**src/rtl/gray_pkg.sv**
```systemverilog
// gray_pkg: shared definitions for the Gray/binary conversion pipeline.
//   mode_e            - per-beat conversion direction
//   GRAY_MAX_W        - widest data path the helpers below accept
//   popcount_is_one() - true when exactly one bit of vec is set
package gray_pkg;

  typedef enum logic {
    MODE_G2B = 1'b0,
    MODE_B2G = 1'b1
  } mode_e;

  localparam int unsigned GRAY_MAX_W = 64;

  // Callers zero-extend their N-bit vector to GRAY_MAX_W; extra zeros do not
  // change the answer. A single set bit is the only non-zero value v with
  // v & (v-1) == 0.
  function automatic logic popcount_is_one(input logic [GRAY_MAX_W-1:0] vec);
    return (vec != '0) && ((vec & (vec - GRAY_MAX_W'(1))) == '0);
  endfunction

endpackage

```
**src/rtl/gray_conv_stage.sv**
```systemverilog
// gray_conv_stage: one elastic register stage of the Gray/binary pipeline.
//   Resolves Gray->binary bits HI..LO (MSB first) and registers the beat.
//   A stage whose HI is N-1 also finishes binary->Gray; otherwise B2G beats
//   pass through unchanged. Empty ranges (HI < LO) make the stage a pure delay.
// Ports:
//   clk, rst           clock, synchronous active-high reset
//   i_valid / o_ready  upstream handshake
//   i_raw, i_part      original input value, partially resolved result
//   i_mode, i_err      direction and step-error flag travelling with the beat
//   o_valid / i_ready  downstream handshake
//   o_raw, o_part, o_mode, o_err  registered beat
module gray_conv_stage
  import gray_pkg::*;
#(
  parameter int unsigned N  = 4,
  parameter int          LO = 0,
  parameter int          HI = 3
) (
  input  logic         clk,
  input  logic         rst,
  input  logic         i_valid,
  output logic         o_ready,
  input  logic [N-1:0] i_raw,
  input  logic [N-1:0] i_part,
  input  logic         i_mode,
  input  logic         i_err,
  output logic         o_valid,
  input  logic         i_ready,
  output logic [N-1:0] o_raw,
  output logic [N-1:0] o_part,
  output logic         o_mode,
  output logic         o_err
);

  logic         r_valid;
  logic [N-1:0] r_raw;
  logic [N-1:0] r_part;
  logic         r_mode;
  logic         r_err;
  // One spare zero bit above the MSB lets the top bit use the same
  // b[i] = b[i+1] ^ g[i] rule as every other bit.
  logic [N:0]   w_ext;

  always_comb begin
    w_ext = {1'b0, i_part};
    if (i_mode == MODE_B2G) begin
      if (HI == int'(N) - 1) w_ext[N-1:0] = i_raw ^ (i_raw >> 1);
    end else begin
      for (int unsigned j = 0; j < N; j++) begin
        if ((int'(N - 1 - j) <= HI) && (int'(N - 1 - j) >= LO))
          w_ext[N-1-j] = w_ext[N-j] ^ i_raw[N-1-j];
      end
    end
  end

  assign o_ready = !r_valid || i_ready;

  always_ff @(posedge clk) begin
    if (rst) begin
      r_valid <= 1'b0;
      r_raw   <= '0;
      r_part  <= '0;
      r_mode  <= 1'b0;
      r_err   <= 1'b0;
    end else if (o_ready) begin
      r_valid <= i_valid;
      if (i_valid) begin
        r_raw  <= i_raw;
        r_part <= w_ext[N-1:0];
        r_mode <= i_mode;
        r_err  <= i_err;
      end
    end
  end

  assign o_valid = r_valid;
  assign o_raw   = r_raw;
  assign o_part  = r_part;
  assign o_mode  = r_mode;
  assign o_err   = r_err;

endmodule

```
**src/rtl/gray_code_pipe.sv**
```systemverilog
// gray_code_pipe: elastic pipelined Gray<->binary converter with a Gray-step
// checker. Latency STAGES cycles, 1 beat/clk throughput.
// Ports:
//   clk, rst                       clock, synchronous active-high reset
//   in_valid/in_ready              input handshake
//   in_data, in_mode               value and direction (0 G2B, 1 B2G)
//   out_valid/out_ready            output handshake
//   out_data, out_mode             converted value and carried direction
//   out_step_err                   beat's Gray value differed from the previous
//                                  accepted beat's in other than exactly 1 bit
module gray_code_pipe
  import gray_pkg::*;
#(
  parameter int unsigned N        = 4,
  parameter int unsigned STAGES   = 2,
  parameter int unsigned CHECK_EN = 1
) (
  input  logic         clk,
  input  logic         rst,
  input  logic         in_valid,
  output logic         in_ready,
  input  logic [N-1:0] in_data,
  input  logic         in_mode,
  output logic         out_valid,
  input  logic         out_ready,
  output logic [N-1:0] out_data,
  output logic         out_mode,
  output logic         out_step_err
);

  // Bits resolved per stage for the G2B prefix chain.
  localparam int unsigned C = (N - 1 + STAGES - 1) / STAGES;

  logic         w_valid [STAGES+1];
  logic         w_ready [STAGES+1];
  logic [N-1:0] w_raw   [STAGES+1];
  logic [N-1:0] w_part  [STAGES+1];
  logic         w_mode  [STAGES+1];
  logic         w_err   [STAGES+1];

  logic [N-1:0] w_gray;
  logic [N-1:0] r_prev_gray;
  logic         r_have_prev;
  logic         w_chk_err;
  logic [N-1:0] w_unused_raw;

  // Checker: compares against the previous accepted beat of either mode.
  assign w_gray    = (in_mode == MODE_B2G) ? (in_data ^ (in_data >> 1)) : in_data;
  assign w_chk_err = (CHECK_EN != 0) && r_have_prev &&
                     !popcount_is_one(GRAY_MAX_W'(w_gray ^ r_prev_gray));

  always_ff @(posedge clk) begin
    if (rst) begin
      r_prev_gray <= '0;
      r_have_prev <= 1'b0;
    end else if (in_valid && w_ready[0]) begin
      r_prev_gray <= w_gray;
      r_have_prev <= 1'b1;
    end
  end

  assign w_valid[0]      = in_valid;
  assign in_ready        = w_ready[0];
  assign w_raw[0]        = in_data;
  assign w_part[0]       = '0;
  assign w_mode[0]       = in_mode;
  assign w_err[0]        = w_chk_err;
  assign w_ready[STAGES] = out_ready;

  for (genvar k = 0; k < int'(STAGES); k++) begin : g_stage
    // Last stage always reaches bit 0 so the chain completes even when
    // STAGES*C < N.
    localparam int HI_K = int'(N) - 1 - k * int'(C);
    localparam int LO_K = (k == int'(STAGES) - 1) ? 0 : int'(N) - int'(C) * (k + 1);

    gray_conv_stage #(.N(N), .LO(LO_K), .HI(HI_K)) u_stage (
      .clk    (clk),
      .rst    (rst),
      .i_valid(w_valid[k]),
      .o_ready(w_ready[k]),
      .i_raw  (w_raw[k]),
      .i_part (w_part[k]),
      .i_mode (w_mode[k]),
      .i_err  (w_err[k]),
      .o_valid(w_valid[k+1]),
      .i_ready(w_ready[k+1]),
      .o_raw  (w_raw[k+1]),
      .o_part (w_part[k+1]),
      .o_mode (w_mode[k+1]),
      .o_err  (w_err[k+1])
    );
  end

  assign w_unused_raw = w_raw[STAGES];

  assign out_valid    = w_valid[STAGES];
  assign out_data     = w_part[STAGES];
  assign out_mode     = w_mode[STAGES];
  assign out_step_err = w_err[STAGES];

endmodule

```
**config.mk**
```make
export PLATFORM = sky130hd
export DESIGN_NAME = gray_code_pipe
export DESIGN_NICKNAME = d
export VERILOG_FILES = /design/src/rtl/gray_pkg.sv /design/src/rtl/gray_conv_stage.sv /design/src/rtl/gray_code_pipe.sv
export SDC_FILE = /design/constraint.sdc
export NUM_CORES = 1
export LEC_CHECK = 0
export ABC_AREA = 1
export BUFFER_PORTS_ARGS = -buffer_cell sky130_fd_sc_hd__buf_2
export CORE_MARGIN = 5
export CORE_UTILIZATION = 51
export DETAILED_ROUTE_END_ITERATION = 8
export MAX_ROUTING_LAYER = met4
export PLACE_DENSITY = 0.75
export SLEW_MARGIN = 0
export SYNTH_ARGS = -nofsm -noshare
export SYNTH_HDL_FRONTEND = slang
export SYNTH_HIERARCHICAL = 1
export SYNTH_SLANG_ARGS = --single-unit
export TNS_END_PERCENT = 30
```
**constraint.sdc**
```tcl
create_clock -name clk -period 1.15 [get_ports clk]
set_input_delay 0.23 -clock clk [delete_from_list [all_inputs] [get_ports clk]]
set_output_delay 0.23 -clock clk [all_outputs]
set_load 0.02 [all_outputs]
```
# == Yosys cells after proc, flatten, opt, wreduce, memory -nomap -nowiden ==
# Cells that the tools add are included.
# totals
mem_count,0
rom_bits,0
latch_bits,0
input_bits,9
output_inout_bits,8
ramBits,0
reg_bits,21
# op_classes
n_mux,6
n_addsub,1
n_bitwise,6
order_cmp,0
eq_ne,0
shift,0
multipliers,0
reduce_logical,12
n_div,0
# ops
cell,count
$and 4x64->64,1
$logic_not 64->1,1
$reduce_bool 64->1,1
$mux 2,3
$sub 4x1->5 const B,1
$mux 4,1
$reduce_and 2->1,2
$xor 4x3->4,1
$xor 4x4->4,1
$logic_and 1x1->1,3
$logic_not 1->1,3
$xor 1x1->1,3
$logic_or 1x1->1,2
$mux 1,2

# == Depth between registers and ports, before layout ==
# Gate-level depths: netlist (run 1).
# depth
word_depth,9
depth_mapped,11
mapped_depth_nobuf,11

# == Modules after synthesis ==
# Netlist (run 1), hierarchy kept.
# by_module_without_submodules
module,cells_per_inst,n_inst,seq_area_each_um2,area_each_um2
gray_conv_stage at g_stage[1].u_stage,57,1,220.2,460.4
gray_conv_stage at g_stage[0].u_stage,67,1,200.2,457.9
gray_code_pipe,65,1,100.1,364.1

# == Worst setup path after synthesis (run 1) ==
# OpenSTA, ideal clock, no wires.
# synth_path
path_type,register to register
start,reg g_stage[1].u_stage.r_valid
end,reg r_prev_gray[0]
path_buffers,0
arrival_time_ns,1.181
stages_incl_launch_ff,8
path_slack_ns,-0.146
cell_sequence,dfxtp_1 nand2_4 inv_1 nand2_4 nand2_1 a21oi_1 o21ai_0 inv_1
# synth_lines
element,line_no,rtl
start: declaration,gray_conv_stage.sv:35,logic r_valid;
start signal: assignment,gray_conv_stage.sv:66,r_valid <= i_valid;
end signal: assignment,gray_code_pipe.sv:57,r_prev_gray <= w_gray;
end: declaration,gray_code_pipe.sv:42,logic [N-1:0] r_prev_gray;

==> results.yml, run 1 <==
synth:
  yosysWarningCount: 6
  syn_area_sq_um: 1110
  postSynthAreaPerCell_sq_um: 6.52
  netlist_instances: 170
route:
  wirelength_microns: 2530
  num_vias: 1109
  drc_errors: 0
  firstDrtPassIters: 4
  ant_nets: 0
  via_per_inst: 4.89
  drt_iter0_markers: 32
  wire_per_inst_microns: 11.2
worst_setup_path:
  r2r_end: "g_stage[0].u_stage/o_err$_SDFFE_PP0P_"
  critical_path.max_fanout: 3
  end_kind: "output pin"
  required_ns: 0.92
  critPathLaunchType: "register"
  rrSetupSlack_ns: 0.01
  r2r_cells: 9
  crit_arrival_ns: 0.96
  critPathKind: "register to output pin"
  reg2reg_from: "r_prev_gray[3]$_SDFFE_PP0P_"
cells_and_area:
  finish.utilization_pct: 67.1
  layout-drive-gt1-share_pct: 25.0
  stdcell_count: 227
  final_cell_area_sq_um: 1360
  final_common_cell: "nand2_1"
  nFillCells: 193
  areaGrowthSynthToFinish_pct: 22.3
  layout_common_cells: "39 x nand2_1, 24 x inv_1, 24 x nor2_1"
  n_antenna_cell: 0
  final_nets: 210
floorplanning:
  start_util_pct: 54.8
  fp.dieArea_sq_um: 3210
  core.rowCount: 16
  die-height_microns: 56.6
  die_w_microns: 56.6
  core_area_sq_um: 2020
  ios: 17
grt:
  grt_pass1_vias: 1046
  grt_pass1_wl_microns: 4300
  grt_use_total_pct: 16.9
  antenna_found_initial: 0
  grt_overflow: 0
  grt_max_degree: 13
sta:
  setup-violations-final: 1
  rsz0062_at_grt: "yes"
  fin_crit_sh_pct: 103
  max_clock_freq_ghz: 0.843
  maxSlewViolCount: 0
  hold_viol: 0
  skew_ns: 0.00228
  fin_ws_ns: -0.0368
  period_needed_ns: 1.19
min_path:
  hp-start: "rst"
  min_path_type: "primary input to register"
  worstHoldEndpoint: "r_prev_gray[3]$_SDFFE_PP0P_"
  holdPathStages: 2
power:
  irDropWorstVdd_mv: 0.645
  p_per_area_nw_per_um2: 1120
  power_leakage_nw: 0.737
clock_tree:
  cts_sinks: 21
  cts_buffer_depth: 2
  htreeDepth: 1
  clk_pin_slew_ns: 0.12
  cts_root_buf: "clkbuf_4"
  cts_buffers: 3
  cts_tree: "yes"
  clock_latency_ns: 0.30
  hold_buffers: 0
placement:
  dpl_worst_slack_ns: -0.116
  dp_cells: 219
  gp_congestion: 0.910
  placed_cell_area_sq_um: 1260
  post-dp-hpwl_microns: 1860
  port_buffers: 16
flow_run:
  cap_violations: 0
run_status:
  violations: "setup timing"
  status: "finished, violations left"
layout make-up:
type                       count  area (sq um)  share of cell area [%]
tap                           27          33.8                    2.49
sequential                    21           424                    31.3
timing repair buffer          26           161                    11.9
clock buffer                   3          22.5                    1.66
inverter                      28           110                    8.12
clock inverter                 1          5.00                   0.369
multi-input combinational    121           599                    44.2
stage by stage:
stage          hold WS, ns  total power [mW]  setup TNS (ns)
3_5_place_dp         0.454              1.15          -0.116
5_1_grt              0.256              1.62          -0.311
4_1_cts              0.245              1.51         -0.0426
6_report             0.259              1.52         -0.0368
3_3_place_gp         0.450              1.14         -0.0807
2_1_floorplan        0.292              1.05               0
routing by layer:
| layer | track usage [%] | up-vias | share of wire, % |
|---|---|---|---|
| met1 | 18.6 | 495 | 44 |
| met3 | 3.21 | 6 | 3.3 |
| met4 | 6.78 | 0 | 1.1 |
| met2 | 29.5 | 18 | 52 |
| met5 | - | - | 0 |
| li1 | - | 590 | - |
worst max-delay path, stage by stage (launching register included):
cell	delay (ns)
dfxtp_2	0.37
nand2_4	0.05
inv_4	0.06
nand2_4	0.05
buf_6	0.13
how the worst max path moves through the flow:
stage                                                  startpoint                               endpoint  slack [ns]
final                     g_stage[1].u_stage/o_valid$_SDFFE_PP0P_                               in_ready       -0.04
after global routing                  r_prev_gray[3]$_SDFFE_PP0P_  g_stage[0].u_stage/o_err$_SDFFE_PP0P_       -0.12
after CTS                 g_stage[1].u_stage/o_valid$_SDFFE_PP0P_                               in_ready       -0.04
after detailed placement                                  in_mode  g_stage[0].u_stage/o_err$_SDFFE_PP0P_       -0.12
after global placement                                    in_mode  g_stage[0].u_stage/o_err$_SDFFE_PP0P_       -0.08
after floorplan           g_stage[1].u_stage/o_valid$_SDFFE_PP0P_            r_prev_gray[0]$_SDFFE_PP0P_        0.01
report_power, final:
part	internal [mW]	total (mW)	leakage, nW	switching [mW]
combinational	0.131	0.348	0.544	0.217
clock	0.129	0.356	0.0177	0.227
sequential	0.780	0.814	0.175	0.0341
timing repair:
| action | 4_1_cts | 5_1_grt |
|---|---|---|
| pin swaps | 1 | 2 |
| gates resized for setup | 5 | 7 |
| setup endpoints to repair | 1 | 9 |
| buffers inserted | 4 | 0 |
sequential cells by signal (all words and copies together) (netlist names):
register	flops
g_stage.u_stage/o_part	7
r_prev_gray	4
g_stage.u_stage/o_err	2
r_have_prev	1
g_stage.u_stage/o_raw	3
g_stage.u_stage/o_mode	2
g_stage.u_stage/o_valid	2
Note: power is estimated with default switching activity, not from simulation.
==> run 2, diff against run 1 <==
--- a/config.mk
+++ b/config.mk
@@ -12,6 +12,7 @@
 export DETAILED_ROUTE_END_ITERATION = 8
 export MAX_ROUTING_LAYER = met4
 export PLACE_DENSITY = 0.75
+export RECOVER_POWER = 25
 export SLEW_MARGIN = 0
 export SYNTH_ARGS = -nofsm -noshare
 export SYNTH_HDL_FRONTEND = slang
==> run 2 against run 1 <==
Flip-flop and latch count unchanged. First-iteration DRC count decreased by 3.1%. The flow still finishes with violations (setup timing). Setup slack about the same. Cell area decreased by 0.18%. Register-to-register slack about the same. Die area unchanged. Power about the same.
==> results.yml, run 2 (synthesized netlist as in run 1, its figures left out) <==
placement:
  dpl_worst_slack_ns: -0.116
  port_buffers: 16
  post-dp-hpwl_microns: 1860
  gp_congestion: 0.910
power:
  power_leakage_nw: 0.737
  irDropWorstVdd_mv: 0.645
  p_per_area_nw_per_um2: 1120
  total_power_mw: 1.52
clock_tree:
  hold_buffers: 0
  cts_tree: "yes"
  cts_buffer_depth: 2
  clock_latency_ns: 0.30
  clk_pin_slew_ns: 0.12
  cts_buffers: 3
  htreeDepth: 1
  cts_root_buf: "clkbuf_4"
  cts_sinks: 21
grt:
  grt_use_total_pct: 16.9
  grt_pass1_vias: 1046
  grt_max_degree: 13
  grt_pass1_wl_microns: 4300
  grt_use_met3_pct: 3.21
  met2_usage_pct: 29.5
  grt_overflow: 0
  use_met1_pct: 18.6
  antenna_found_initial: 0
  grt.busiest_layer: "met2"
min_path:
  holdPathStages: 2
  hp-start: "rst"
  worstHoldEndpoint: "r_prev_gray[3]$_SDFFE_PP0P_"
  min_path_type: "primary input to register"
route:
  num_vias: 1106
  wire_per_inst_microns: 11.1
  firstDrtPassIters: 4
  via_per_inst: 4.87
  ant_nets: 0
  wirelength_microns: 2530
  drt_iter0_markers: 31
  drc_errors: 0
floorplanning:
  start_util_pct: 54.8
  die-height_microns: 56.6
  core.rowCount: 16
  ios: 17
  core_area_sq_um: 2020
  die_w_microns: 56.6
  fp.dieArea_sq_um: 3210
run_status:
  status: "finished, violations left"
  violations: "setup timing"
cells_and_area:
  layout-drive-gt1-share_pct: 25.0
  finish.utilization_pct: 67.0
  areaGrowthSynthToFinish_pct: 22.1
  final_nets: 210
  largest_register_ffs: 7
  nFillCells: 194
  final_common_cell: "nand2_1"
  layout_common_cells: "39 x nand2_1, 24 x inv_1, 24 x nor2_1"
  n_antenna_cell: 0
sta:
  hold_viol: 0
  max_clock_freq_ghz: 0.843
  skew_ns: 0.00244
  fin_ws_ns: -0.0368
  fin_crit_sh_pct: 103
  maxSlewViolCount: 0
  holdWs_ns: 0.257
  period_needed_ns: 1.19
  rsz0062_at_grt: "yes"
  setup-violations-final: 1
flow_run:
  cap_violations: 0
worst_setup_path:
  critical_path.max_fanout: 3
  end_kind: "output pin"
  crit_arrival_ns: 0.96
  r2r_end: "g_stage[0].u_stage/o_err$_SDFFE_PP0P_"
  required_ns: 0.92
  rrSetupSlack_ns: 0.01
  critPathKind: "register to output pin"
  critPathLaunchType: "register"
  reg2reg_from: "r_prev_gray[3]$_SDFFE_PP0P_"
  r2r_cells: 9
-- run 2: metal layers --
layer	wire length, microns	vias to the layer above
li1	-	588
met1	1100	494
met2	1310	18
met3	83	6
met4	29	0
met5	0	-
-- run 2: worst max-delay path by stage --
stage | from | end | slack, ns | cells past startpoint
CTS | g_stage[1].u_stage/o_valid$_SDFFE_PP0P_ | in_ready | -0.04 | 4
global route | r_prev_gray[3]$_SDFFE_PP0P_ | g_stage[0].u_stage/o_err$_SDFFE_PP0P_ | -0.12 | 9
global placement | in_mode | g_stage[0].u_stage/o_err$_SDFFE_PP0P_ | -0.08 | 12
floorplan | g_stage[1].u_stage/o_valid$_SDFFE_PP0P_ | r_prev_gray[0]$_SDFFE_PP0P_ | 0.01 | 7
finish | g_stage[1].u_stage/o_valid$_SDFFE_PP0P_ | in_ready | -0.04 | 4
detailed placement | in_mode | g_stage[0].u_stage/o_err$_SDFFE_PP0P_ | -0.12 | 10
-- run 2: area by class of cell --
| cell class | instances | area [sq um] | area share, % |
|---|---|---|---|
| clock buffer | 3 | 22.5 | 1.66 |
| clock inverter | 1 | 5.00 | 0.370 |
| inverter | 28 | 108 | 7.95 |
| multi-input combinational | 121 | 599 | 44.3 |
| sequential | 21 | 424 | 31.3 |
| tap | 27 | 33.8 | 2.50 |
| timing repair buffer | 26 | 161 | 11.9 |
-- run 2: through the flow --
stage | TNS [ns] | std cells | cell area [sq um]
2_1_floorplan | 0 | 171 | 1120
3_3_place_gp | -0.0807 | 219 | 1260
3_5_place_dp | -0.116 | 219 | 1260
4_1_cts | -0.0426 | 227 | 1330
5_1_grt | -0.331 | 227 | 1350
6_report | -0.0368 | 227 | 1350
-- run 2: worst max-delay path, cell delays in order (launching register included) --
cell and delay (ns):
dfxtp_2 0.37, nand2_4 0.05, inv_4 0.06, nand2_4 0.05, buf_6 0.13
-- run 2: what timing repair did --
action / 4_1_cts / 5_1_grt
endpoints found under the setup margin: 1 / 9
setup buffers: 4 / 0
pin swaps: 1 / 2
gates cloned: 0 / 0
resized for setup: 5 / 7
-- run 2: where the power goes --
group / internal (mW) / switching, mW
clock network: 0.129 / 0.227
logic: 0.130 / 0.216
registers: 0.780 / 0.0340
total: 1.04 / 0.477
==> run 3, diff against run 2 <==
--- a/config.mk
+++ b/config.mk
@@ -8,10 +8,10 @@
 export ABC_AREA = 1
 export BUFFER_PORTS_ARGS = -buffer_cell sky130_fd_sc_hd__buf_2
 export CORE_MARGIN = 5
-export CORE_UTILIZATION = 51
+export CORE_UTILIZATION = 56
 export DETAILED_ROUTE_END_ITERATION = 8
 export MAX_ROUTING_LAYER = met4
-export PLACE_DENSITY = 0.75
+export PLACE_DENSITY = 0.78
 export RECOVER_POWER = 25
 export SLEW_MARGIN = 0
 export SYNTH_ARGS = -nofsm -noshare
==> constraint.sdc (replaced) <==
create_clock -name clk -period 1.2 [get_ports clk]
set_input_delay 0.24 -clock clk [delete_from_list [all_inputs] [get_ports clk]]
set_output_delay 0.24 -clock clk [all_outputs]
set_load 0.02 [all_outputs]
==> run 3 against run 2 <==
The run now ends clean. Non-clock buffer count grew 4. Wire length decreased by 4.3%. Flip-flop and latch count did not move. Cell area is 1.7% higher. Clock skew is 0.00089 ns higher. Global-route usage rose by 2.8 points. First-iteration DRC count fell by 48%. Hold slack improved by 0.017 ns. Core utilization rose by 4.7 points. Register-to-register slack gained 0.03 ns. Final cell count up 1.8%. Critical path depth is the same. Highest routed layer unchanged.
==> results.yml, run 3 (synthesized netlist as in run 1, its figures left out) <==
cells_and_area:
  final_common_cell: "nand2_1"
  n_antenna_cell: 0
  largest_register_ffs: 7
  layout-drive-gt1-share_pct: 28.4
  final_cell_area_sq_um: 1380
  layout_common_cells: "39 x nand2_1, 23 x nor2_1, 22 x inv_1"
  areaGrowthSynthToFinish_pct: 24.2
  final_nets: 214
grt:
  grt_use_total_pct: 19.7
  grt_overflow: 0
  grt_pass1_vias: 1083
  grt_max_degree: 13
  antenna_found_initial: 0
  grt_pass1_wl_microns: 4170
floorplanning:
  core.rowCount: 16
  start_util_pct: 57.7
  die-height_microns: 54.5
  core_area_sq_um: 1920
  ios: 17
  die_w_microns: 54.5
  fp.dieArea_sq_um: 2970
run_status:
  status: "completed"
worst_setup_path:
  required_ns: 0.96
  cp_common_cell: "nand2_4"
  critPathKind: "register to output pin"
  crit_arrival_ns: 0.95
  crit_slowest_cell: "dfxtp_2"
  crit_chain: "nand2_4 -> inv_4 -> nand2_4 -> buf_6"
  end_kind: "output pin"
  critical_path.max_fanout: 3
  critPathLaunchType: "register"
  max_stage_delay_ns: 0.36
clock_tree:
  htreeDepth: 1
  cts_buffer_depth: 2
  clk_pin_slew_ns: 0.11
  clock_latency_ns: 0.30
  cts_root_buf: "clkbuf_4"
  cts_buffers: 3
  cts_sinks: 21
  cts_tree: "yes"
power:
  total_power_mw: 1.45
  p_per_area_nw_per_um2: 1050
  power_leakage_nw: 0.753
  irDropWorstVdd_mv: 0.587
route:
  drc_errors: 0
  firstDrtPassIters: 4
  drt_iter0_markers: 16
  wirelength_microns: 2420
  via_per_inst: 4.89
  wire_per_inst_microns: 10.5
  ant_nets: 0
  num_vias: 1129
placement:
  placed_cell_area_sq_um: 1270
  post-dp-hpwl_microns: 1750
  dpl_worst_slack_ns: -0.0822
  gp_congestion: 0.839
  port_buffers: 16
sta:
  skew_ns: 0.00333
  hold_viol: 0
  fin_ws_ns: 0.0129
  setup-violations-final: 0
  period_needed_ns: 1.19
  rsz0062_at_grt: "yes"
  fin_crit_sh_pct: 98.9
  max_clock_freq_ghz: 0.842
  maxSlewViolCount: 0
flow_run:
  cap_violations: 0
min_path:
  min_path_type: "primary input to register"
==> run 3: layout make-up <==
| type | count | area (sq um) |
|---|---|---|
| Fill cell | 177 | 546 |
| Inverter | 28 | 110 |
| Multi-Input combinational cell | 121 | 589 |
| Timing Repair Buffer | 30 | 191 |
| Sequential cell | 21 | 424 |
| Clock buffer | 3 | 22.5 |
| Tap cell | 27 | 33.8 |
| Clock inverter | 1 | 5.00 |
==> run 3: metal layers <==
metal	up-vias	GRT usage (%)	part of all wire, %
li1	598	-	-
met5	-	-	0
met1	505	18.6	40
met4	0	7.88	2.0
met3	7	3.27	2.7
met2	19	38.6	55
==> run 3: worst paths after layout <==
path / from / endpoint / slack [ns] / cells past startpoint
worst max-delay path: g_stage[1].u_stage/o_valid$_SDFFE_PP0P_ / in_ready / 0.01 / 4
worst min-delay path: rst / g_stage[1].u_stage/o_valid$_SDFFE_PP0P_ / 0.27 / 2
worst max register to register: r_prev_gray[3]$_SDFFE_PP0P_ / g_stage[0].u_stage/o_err$_SDFFE_PP0P_ / 0.04 / 9
worst min register to register: g_stage[0].u_stage/o_raw[3]$_SDFFE_PP0P_ / g_stage[0].u_stage/o_raw[3]$_SDFFE_PP0P_ / 0.48 / 2
==> run 3: timing repair <==
item,4_1_cts,5_1_grt
hold buffers,0,0
setup buffers,4,2
setup endpoints to repair,1,7
pin swaps,1,4
resized for setup,4,9
==> run 3: power breakdown <==
group | switching [mW] | internal, mW | leakage [nW]
clock | 0.202 | 0.124 | 0.0177
sequential | 0.0313 | 0.748 | 0.175
combinational | 0.210 | 0.133 | 0.561
==> run 3: worst max-delay path: cells and delay by family, from the launching register on <==
family / cells / cell delay (ns)
AND/OR/NAND/NOR: 2 / 0.11
flip-flops: 1 / 0.36
buffers and inverters: 2 / 0.19
==> run 3: per-stage QoR <==
stage                     utilization [%]  instances  setup TNS, ns  hold WS (ns)
after detailed placement             66.2        221        -0.0822         0.462
after floorplan                         -        171              0         0.302
after global placement               66.2        221        -0.0449         0.445
after CTS                            69.7        229      -0.000857         0.265
final                                71.6        231              0         0.275
after global routing                 71.6        231        -0.0945         0.281
